### config.mk
export PLATFORM = sky130hd
export DESIGN_NAME = pipeline_ctrl
export DESIGN_NICKNAME = d
export VERILOG_FILES = /design/src/rtl/cpu_types_pkg.sv /design/src/rtl/pipeline_ctrl.sv
export SDC_FILE = /design/constraint.sdc
export NUM_CORES = 1
export LEC_CHECK = 0
export ABC_AREA = 1
export BUFFER_PORTS_ARGS = -buffer_cell sky130_fd_sc_hd__buf_2
export CAP_MARGIN = 10
export CORE_MARGIN = 1
export CORE_UTILIZATION = 45
export DETAILED_ROUTE_END_ITERATION = 6
export GPL_TIMING_DRIVEN = 1
export PLACE_DENSITY_LB_ADDON = 0.15
export SETUP_SLACK_MARGIN = 0.4
export SYNTH_ARGS = -nofsm -noshare
export SYNTH_HDL_FRONTEND = slang
export SYNTH_SLANG_ARGS = --single-unit
export TNS_END_PERCENT = 10
### constraint.sdc
create_clock -name CLK -period 1.6 [get_ports CLK]
set_input_delay 0.08 -clock CLK [delete_from_list [all_inputs] [get_ports CLK]]
set_output_delay 0.08 -clock CLK [all_outputs]
set_load 0.05 [all_outputs]
### src/rtl/cpu_types_pkg.sv
// Shared CPU type definitions: pipeline controller FSM state encoding.
package cpu_types_pkg;

    // Pipeline controller states; 3-bit encoding is exported on the state port.
    typedef enum logic [2:0] {
        PC_RUN   = 3'd0,
        PC_DWAIT = 3'd1,
        PC_FLUSH = 3'd2,
        PC_HALT  = 3'd3
    } pctrl_state_t;

    localparam logic [15:0] STALL_CNT_MAX = 16'hFFFF;

endpackage

### src/rtl/pipeline_ctrl.sv
// Pipeline controller: stage enables/flushes for a 5-stage pipeline, handling
// memory waits, redirects, load-use hazards, fetch stalls and halt.
module pipeline_ctrl
    import cpu_types_pkg::*;
(
    input  logic        CLK,
    input  logic        nRST,
    input  logic        ihit,
    input  logic        dhit,
    input  logic        mem_dREN,
    input  logic        mem_dWEN,
    input  logic        ex_dREN,
    input  logic [4:0]  ex_wsel,
    input  logic [4:0]  id_rs,
    input  logic [4:0]  id_rt,
    input  logic        redirect,
    input  logic        mem_halt,
    output logic        pc_en,
    output logic        en_ifid,
    output logic        en_idex,
    output logic        en_exmem,
    output logic        en_memwb,
    output logic        flush_ifid,
    output logic        flush_idex,
    output logic        flush_exmem,
    output logic        iREN,
    output logic        halted,
    output logic [2:0]  state,
    output logic [15:0] stall_cnt
);

    pctrl_state_t r_state;
    pctrl_state_t w_next;
    logic [15:0]  r_stall_cnt;
    logic         w_mem_req;
    logic         w_ldhaz;

    // Hazard and memory-request detection.
    always_comb begin
        w_mem_req = mem_dREN | mem_dWEN;
        w_ldhaz   = ex_dREN && (ex_wsel != 5'd0) &&
                    ((ex_wsel == id_rs) || (ex_wsel == id_rt));
    end

    // Zero-latency enable/flush decode and next-state selection.
    always_comb begin
        w_next      = r_state;
        pc_en       = 1'b0;
        en_ifid     = 1'b0;
        en_idex     = 1'b0;
        en_exmem    = 1'b0;
        en_memwb    = 1'b0;
        flush_ifid  = 1'b0;
        flush_idex  = 1'b0;
        flush_exmem = 1'b0;
        case (r_state)
            PC_RUN: begin
                if (mem_halt) begin
                    // Drain the halt into WB while freezing fetch.
                    {en_ifid, en_idex, en_exmem, en_memwb} = 4'b1111;
                    w_next = PC_HALT;
                end else if (w_mem_req && !dhit) begin
                    w_next = PC_DWAIT;
                end else if (redirect) begin
                    // Redirect wins over ldhaz: the flush removes the dependent op.
                    pc_en = 1'b1;
                    {en_ifid, en_idex, en_exmem, en_memwb} = 4'b1111;
                    {flush_ifid, flush_idex, flush_exmem}  = 3'b111;
                    w_next = ihit ? PC_RUN : PC_FLUSH;
                end else if (w_ldhaz) begin
                    en_idex    = 1'b1;
                    en_exmem   = 1'b1;
                    en_memwb   = 1'b1;
                    flush_idex = 1'b1;
                end else if (!ihit) begin
                    {en_ifid, en_idex, en_exmem, en_memwb} = 4'b1111;
                    flush_ifid = 1'b1;
                end else begin
                    pc_en = 1'b1;
                    {en_ifid, en_idex, en_exmem, en_memwb} = 4'b1111;
                end
            end
            PC_DWAIT: begin
                if (dhit) begin
                    {en_ifid, en_idex, en_exmem, en_memwb} = 4'b1111;
                    // Without a fetch result the IF/ID slot must still be bubbled.
                    pc_en      = ihit;
                    flush_ifid = !ihit;
                    w_next     = PC_RUN;
                end
            end
            PC_FLUSH: begin
                // The in-flight fetch is from the old path; drop it even on ihit.
                {en_ifid, en_idex, en_exmem, en_memwb} = 4'b1111;
                flush_ifid = 1'b1;
                if (ihit) begin
                    w_next = PC_RUN;
                end
            end
            PC_HALT: begin
                w_next = PC_HALT;
            end
            default: begin
                w_next = PC_RUN;
            end
        endcase
    end

    // Status outputs derived from the registered state.
    always_comb begin
        iREN      = (r_state != PC_HALT);
        halted    = (r_state == PC_HALT);
        state     = r_state;
        stall_cnt = r_stall_cnt;
    end

    // State register.
    always_ff @(posedge CLK or posedge nRST) begin
        if (nRST) begin
            r_state <= PC_RUN;
        end else begin
            r_state <= w_next;
        end
    end

    // Saturating count of cycles where the PC is held outside HALT.
    always_ff @(posedge CLK or posedge nRST) begin
        if (nRST) begin
            r_stall_cnt <= '0;
        end else if (!pc_en && (r_state != PC_HALT) &&
                     (r_stall_cnt != STALL_CNT_MAX)) begin
            r_stall_cnt <= r_stall_cnt + 16'd1;
        end
    end

endmodule

== After elaboration in Yosys (flattened, before gate mapping) ==
Index checks and enable logic that the tools add are counted.
Word-level totals
  flip-flop bits (word level): 19
  input bits: 24
  output and inout port bits: 29
  word-level logic and storage cells: 65
Operators by class
  $add $sub $neg: 1
  equality and inequality tests: 10
  muxes and demuxes: 39
  bitwise gates (word level): 1
  reductions and logical operators: 12
Operators with widths (number)
  $mux W1: 28
  $add A16 B1 Y16 const B: 1
  $ne A16 B16 Y1 const B: 1
  $mux W3: 5
  $pmux W3 S4: 1
  $eq A5 B5 Y1: 2
  $pmux W1 S3: 3
  $eq A3 B2 Y1 const B: 2
  $logic_and A1 B1 Y1: 5
  $reduce_bool A5 Y1: 1
  $ne A2 B2 Y1 const B: 2
  $ne A4 B4 Y1 const B: 1
  $eq A3 B1 Y1 const B: 1
  $logic_not A1 Y1: 3
  $logic_not A3 Y1: 1
  $ne A3 B2 Y1 const B: 1
  $reduce_and A3 Y1: 1
  $mux W2: 1
  $pmux W1 S2: 1
  $logic_or A1 B1 Y1: 1
  $or A1 B1 Y1: 1

== Logic depth before layout (Yosys ltp) ==
Gate-level depths: netlist (run 1).
  word-level depth: 11
  gate-level depth with buffers: 16
  mapped depth without buffers: 15

== Worst setup path after synthesis (run 1) ==
Ideal clock, no wire load.
  path kind: register to output
  start: register r_state[1] (netlist: state[1])
  end: output flush_idex
  arrival: 2.604 ns
  data required time: 1.520 ns
  path slack: -1.084 ns
  stages on the path, launching flop included: 7
  buffers on the path: 0
  cell sequence: dfrtp_1 inv_1 ha_1 nand3_1 nor2_1 inv_1 o21ai_0
Between the ends
  word-level cells in the longest chain between the ends: 2
Ends and longest elaborated chain
  start: declaration: RTL line pipeline_ctrl.sv:32  | pctrl_state_t r_state;
  start signal: assignment: RTL line pipeline_ctrl.sv:122  | r_state <= w_next;
  $logic_not A3 Y1: RTL line pipeline_ctrl.sv:56  | case (r_state)
  $mux W1: RTL line pipeline_ctrl.sv:56
  end: declaration: RTL line pipeline_ctrl.sv:24  | output logic flush_idex,
No other way between the ends.

== Worst setup path in the final report (run 1) ==
  start: register r_state[0] (netlist: state[0])
  end: output pc_en
Between the ends
  word-level cells in the longest chain between the ends: 2
  elaborated cells between the ends (all ways): 3
  those cells by class: eq/ne (1); mux (1); reduce/logical (1)
Ends and longest elaborated chain
  $eq A3 B1 Y1 or $logic_not A3 Y1 (tied branches): RTL line pipeline_ctrl.sv:56
  $pmux W1 S2 (*): RTL line pipeline_ctrl.sv:56
  end: declaration: RTL line pipeline_ctrl.sv:18  | output logic pc_en,
Mark *: on every way between the ends. The rest lies on a longest branch, timed or not.

==> results of run 1 <==
area by class of cell:
cell class,count,share of cell area (%)
multi-input cells,171,45.7
repair buffers,76,24.2
flip-flops and latches,18,20.0
inverters,36,6.12
well taps,44,2.41
clock buffers,4,1.59
routing by layer:
metal  share of wire (%)  vias to the layer above  global-route usage, %
li1                    -                      873                      -
met1                  46                      764                   30.3
met2                  48                       40                   40.2
met3                 4.6                        6                   5.12
met4                 1.4                        0                   5.32
met5                   0                        -                      0
path summary, 6_finish.rpt:
check                                     end  slack [ns]          start  cells after the start
worst max-delay path                    pc_en       -0.16       state[0]                     10
worst min-delay path                 state[1]        0.23       redirect                      4
worst max register to register   stall_cnt[7]       -0.08       state[0]                     12
worst min register to register  stall_cnt[15]        0.50  stall_cnt[15]                      2
max in group asynchronous            state[0]        0.69           nRST                      3
min in group asynchronous       stall_cnt[13]        0.43           nRST                      3
logic make-up after synthesis:
| logic type | synth area share [%] |
|---|---|
| simple gates | 39.5 |
| buf+inv | 11.8 |
| flops | 29.4 |
| compound gates | 5.47 |
| xor+xnor | 8.58 |
| fa+ha+maj | 4.90 |
| other cells | 0.245 |
metrics by stage:
| stage | utilization (%) | TNS [ns] |
|---|---|---|
| after floorplan | - | -5.15 |
| after global placement | 65.3 | -0.322 |
| after detailed placement | 65.3 | -0.635 |
| after CTS | 71.2 | -1.01 |
| after global routing | 73.2 | -3.51 |
| final | 73.2 | -1.44 |
where the power goes:
group | switching (W) | internal (W) | total (W) | leakage (nW)
sequential | 0.0000791 | 0.000554 | 0.000633 | 0.234
clock | 0.000145 | 0.000139 | 0.000284 | 0.0210
combinational | 0.00158 | 0.000990 | 0.00257 | 0.957
critical path, cell delays in order (launching register included):
cell,delay [ns]
dfrtp_2,0.46
inv_4,0.10
ha_4,0.15
nand3_4,0.09
inv_2,0.07
nand2_2,0.07
nand2_2,0.08
nand2_2,0.06
buf_6,0.12
nand2_4,0.05
buf_8,0.14
placed cells by master (no fill, tap or decap), types with 2 or more instances in the layout:
cell and n:
inv_4 2, clkbuf_4 6, buf_2 34, nor3_1 5, nand2_2 4, a21oi_4 2
nor2_1 13, xor2_1 8, inv_2 7, buf_4 26, dfrtp_2 6, nand4_1 3
o21ai_0 3, o22ai_1 2, buf_6 8, nand3_2 2, xnor2_1 7, nor2_4 2
dfrtp_1 12, inv_1 27, a21oi_1 2, nand2_1 72, nand3_1 25, ha_4 4
nand2_8 3, o21ai_1 2, buf_8 3
what timing repair did:
action,in CTS,in global routing
buffers inserted,1,1
hold buffers,1,0
gates cloned,0,0
setup endpoints to repair,29,35
endpoints found under the hold margin,18,0
pin swaps,10,2
resized for setup,36,18
registers in the layout (all words and copies together) (netlist names):
name / count
stall_cnt: 16
state: 2
==> key figures, run 1 <==
Outcome
  – Status: finished, violations left
  – Failing checks: setup timing

Clocking
  – CTS Buffer Depth: 2
  – CTS tree: yes
  – Cts bufs inserted: 3
  – CTS root buffer: clkbuf_4
  – CTS Sinks: 18
  – Clk Latency, worst-skew pair: 0.30 ns
  – Clk pin slew, worst setup/hold paths: 0.10 ns
  – Htree depth: 1

Run
  – Max-Cap Viols: 0

Power
  – Pwr per Cell Area: between 1500 and 2000 nW/µm²
  – Tot Pwr: 0.00349 W
  – Leakage power figure: 1.21 nW
  – Max VDD drop: around 1.1 mV

Finish
  – Fill count: ~270
  – Sequential cell area: between 400 and 500 µm²
  – Area Growth Syn to Fin: 49.4%
  – Fin area: 2290 µm²
  – Fin cells: 349
  – Multi-input gate area: 1050 µm²
  – Nets@finish: 336
  – Share of cells above drive strength 1: around 39%
  – Diodes inserted: 0

Route
  – Routed Antenna Nets: 0
  – WL/cell: ~11 µm
  – Via density: just under 5
  – TritonRoute pass-1 iters: 4
  – Via count: 1683
  – Final wirelength: approximately 3900 µm
  – Remaining DRCs: 0
  – First DRT Iteration DRCs: 58

Floorplan
  – Rows: 20
  – Die Y: around 60 µm
  – Boundary Pins: 53
  – Die Area: between 3000 and 4000 µm²
  – Core area: 3130 µm²
  – Starting density of the core: 49.0%
  – Die X: 60.3 µm

Placement
  – Input/output buffers: around 50
  – Detailed Place HPWL: 2820 µm
  – Post-DP Area: a little over 2000 µm²
  – Placement Setup Slack: -0.0471 ns
  – GP Congestion: 0.868
  – Placed Cells: around 340

STA
  – Skew final: 0.00894 ns
  – Tcrit/Tclk final: 110%
  – Worst rel slew slack: between 50% and 60%
  – Final setup viols: 22
  – Tightest Pin Transition: 0.693 ns
  – Period minus WS final: 1.76 ns
  – WHS: 0.229 ns
  – Final Hold Vio Count: 0
  – Slew Limit Fails: 0
  – Final worst slack: -0.162 ns
  – RSZ-0062 raised after global routing: true
  – Max Clk Rate: 568 MHz

GRT
  – Total track usage: 23.5%
  – GR Overflow Total: 0
  – First-pass GRT wire length: ~6500 µm
  – Largest net degree at the start of global routing: 19
  – Vias in the first global route: 1543
  – Initial antenna violation count: 0

Critical path
  – Critical path arrival: around 1.7 ns
  – WS Path Type: register to output pin
  – Setup crit start kind: register
  – Worst EP required: 1.52 ns
  – CP Capture Type: output pin
  – Worst-path maximum fanout: 4

Yosys
  – Avg Cell Area, Syn: 6.63 µm²
  – Cells after Synth: 231
  – Asr flop ratio synth: 100%
  – Most common cell in the synthesized netlist: nand2_1
  – Yosys top cell area share: 29.4%
  – Post-synthesis cell type count: 26
  – Area leader, netlist: dfrtp_1
  – Yosys Warn Count: 0
  – Ys flop type: dfrtp_1
  – Number of enable flip-flop cells after synthesis: 0
  – Top cells by area, synth: dfrtp_1 (29%), nand2_1 (18%), nand3_1 (8.8%), inv_1 (7.8%), ha_1 (4.9%)
  – Post-synth net total: 261
  – Post-synthesis sequential area ratio: 29.4%
  – Synthesized flop and latch total: 18
  – Top cells by count, synth: nand2_1 (74), inv_1 (32), nand3_1 (27)
  – Synthesized area: between 1500 and 2000 µm²

Hold path
  – Min-Delay Path Class: primary input to register
(Power assumes the default switching activity.)
==> inputs of run 2 (changes only) <==
--- a/config.mk
+++ b/config.mk
@@ -10,6 +10,7 @@
 export CAP_MARGIN = 10
 export CORE_MARGIN = 1
 export CORE_UTILIZATION = 45
+export CTS_BUF_LIST = sky130_fd_sc_hd__clkbuf_16
 export DETAILED_ROUTE_END_ITERATION = 6
 export GPL_TIMING_DRIVEN = 1
 export PLACE_DENSITY_LB_ADDON = 0.15
==> key figures, run 2 (same netlist as run 1, synthesis figures left out) <==
Power
  – Clk network pwr share: 13.3% (was 8.2%)
  – Tot Pwr: 0.00380 W (was 0.00349 W)
  – Combinational power share: 70.0% (was 73.7%)
  – Sequential share of power: 16.7% (was 18.2%)
  – Pwr per Cell Area: 1590 nW/µm² (was 1520 nW/µm²)
  – Leakage power figure: 1.27 nW (was 1.21 nW)
  – Switch Pwr: 0.00188 W (was 0.00180 W)
  – Switching part of the total: 49.5% (was 51.7%)
  – Internal power: 0.00192 W (was 0.00168 W)
  – Max VDD drop: 1.26 mV (was 1.09 mV)

Finish
  – Fin util: 76.2% (was 73.2%)
  – Diodes inserted: 0 (unchanged)
  – Most frequent cells in the layout: nand2_1 (70), buf_2 (42), inv_1 (27) (was nand2_1 (72), buf_2 (34), inv_1 (27))
  – Commonest non-fill, non-tap cell in the layout: nand2_1 (unchanged)
  – Fill count: 246 (was 268)
  – Fin cells: 351 (was 349)
  – Area Growth Syn to Fin: 55.6% (was 49.4%)
  – Nets@finish: 338 (was 336)
  – Sequential cell area: 458 µm² (unchanged)
  – Multi-input gate area: 1090 µm² (was 1050 µm²)
  – Share of cells above drive strength 1: 41.4% (was 39.0%)
  – Largest register FFs: 16 (unchanged)

STA
  – Skew final: 0.00169 ns (was 0.00894 ns)
  – Final worst slack: -0.113 ns (was -0.162 ns)
  – RSZ-0062 raised after global routing: true (unchanged)
  – Tcrit/Tclk final: 107% (was 110%)
  – Max Clk Rate: 584 MHz (was 568 MHz)
  – Final Hold Vio Count: 0 (unchanged)
  – Slew Limit Fails: 0 (unchanged)
  – Final setup viols: 17 (was 22)
  – Worst rel slew slack: 52.9% (was 53.8%)
  – Setup TNS Final: -0.699 ns (was -1.44 ns)
  – Tightest Pin Transition: 0.706 ns (was 0.693 ns)
  – Period minus WS final: 1.71 ns (was 1.76 ns)

Route
  – Remaining DRCs: 0 (unchanged)
  – Via density: 5.01 (was 4.82)
  – Via count: 1757 (was 1683)
  – Final wirelength: 4290 µm (was 3920 µm)
  – TritonRoute pass-1 iters: 4 (unchanged)
  – WL/cell: 12.2 µm (was 11.2 µm)
  – First DRT Iteration DRCs: 79 (was 58)
  – Routed Antenna Nets: 0 (unchanged)

Floorplan
  – Die X: 60.3 µm (unchanged)
  – Starting density of the core: 49.0% (unchanged)
  – Die Area: 3640 µm² (unchanged)
  – Rows: 20 (unchanged)
  – Core area: 3130 µm² (unchanged)
  – Boundary Pins: 53 (unchanged)
  – Die Y: 60.3 µm (unchanged)

Clocking
  – CTS Sinks: 18 (unchanged)
  – Clk pin slew, worst setup/hold paths: 0.05 ns (was 0.10 ns)
  – Htree depth: 1 (unchanged)
  – CTS root buffer: clkbuf_16 (was clkbuf_4)
  – Cts bufs inserted: 3 (unchanged)
  – CTS Buffer Depth: 2 (unchanged)
  – Clk Latency, worst-skew pair: 0.25 ns (was 0.30 ns)
  – CTS tree: yes (unchanged)

Placement
  – Placed Cells: 342 (unchanged)
  – Placement Setup Slack: -0.0471 ns (unchanged)
  – GP Congestion: 0.868 (unchanged)
  – Input/output buffers: 51 (unchanged)
  – Detailed Place HPWL: 2820 µm (unchanged)

Critical path
  – Setup crit start kind: register (unchanged)
  – Critical path arrival: 1.63 ns (was 1.68 ns)
  – WS Path Type: register to output pin (unchanged)
  – Worst EP required: 1.52 ns (about the same)
  – Worst-path maximum fanout: 3 (was 4)
  – CP Capture Type: output pin (unchanged)

GRT
  – Initial antenna violation count: 0 (unchanged)
  – Largest net degree at the start of global routing: 19 (unchanged)
  – Total track usage: 23.6% (was 23.5%)
  – Vias in the first global route: 1537 (was 1543)
  – GR Overflow Total: 0 (unchanged)
  – First-pass GRT wire length: 6570 µm (was 6530 µm)

Hold path
  – Min-Delay Path Class: primary input to register (unchanged)

Outcome
  – Failing checks: setup timing (unchanged)
  – Status: finished, violations left (unchanged)

Run
  – Max-Cap Viols: 0 (unchanged)
## run 2: cell types whose count changed in the layout (fill, tap and decap cells not counted), moves of 2 or more
| cell | change |
|---|---|
| buf_6 | -2 |
| buf_2 | +8 |
| nand3_2 | +4 |
| nand2_1 | -2 |
| clkbuf_16 | +3 |
| buf_4 | -2 |
| nand3_1 | -5 |
| clkbuf_4 | -6 |
## run 2: per-layer routing
layer | share of wire, % | vias up | global-route usage [%] | wire length [µm]
li1 | - | 878 | - | -
met1 | 43 | 827 | 31.0 | 1850
met2 | 51 | 44 | 41.1 | 2170
met3 | 4.9 | 8 | 4.90 | 210
met4 | 1.4 | 0 | 2.99 | 61
met5 | 0 | - | 0 | 0
## run 2: worst paths after layout
kind,endpoint,cells past startpoint,startpoint,slack (ns)
max,en_ifid,7,state[1],-0.11
min,state[1],4,redirect,0.29
min in group asynchronous,stall_cnt[9],3,nRST,0.50
min reg2reg,stall_cnt[15],2,stall_cnt[15],0.49
max reg2reg,stall_cnt[13],12,state[0],-0.05
max in group asynchronous,stall_cnt[3],3,nRST,0.61
## run 2: area by class of cell
cell class / instances / share of cell area, %
repair buffers: 78 / 23.2
multi-input cells: 171 / 46.0
inverters: 36 / 5.99
clock inverters: 1 / 0.158
well taps: 44 / 2.31
clock buffers: 3 / 3.15
flip-flops and latches: 18 / 19.2
## run 2: what timing repair did
action,CTS,global route
endpoints found under the hold margin,18,0
endpoints found under the setup margin,28,28
setup buffers,1,3
hold buffers,1,0
gates resized for setup,35,16
pin swaps,16,10
## run 2: stage by stage
| step | hold WS [ns] | instance area (µm²) |
|---|---|---|
| final | 0.286 | 2380 |
| after global routing | 0.325 | 2380 |
| after CTS | 0.273 | 2270 |
| after detailed placement | 0.224 | 2040 |
| after global placement | 0.216 | 2040 |
| after floorplan | 0.0182 | 1610 |
## run 2: critical path, stage by stage, from the launching register on
cell and delay, ns:
dfrtp_2 0.43, buf_6 0.13, ha_4 0.16, a21oi_4 0.17, nand3_1 0.10, o21ai_1 0.17
inv_2 0.07, buf_8 0.15
## run 2: power by group through the flow
stage               Clock [W]  Sequential [W]  Combinational (W)
finish               0.000503        0.000635            0.00266
global route         0.000530        0.000644            0.00284
CTS                  0.000509        0.000633            0.00241
detailed placement          0        0.000636            0.00212
global placement            0        0.000632            0.00210
floorplan                   0        0.000962            0.00128
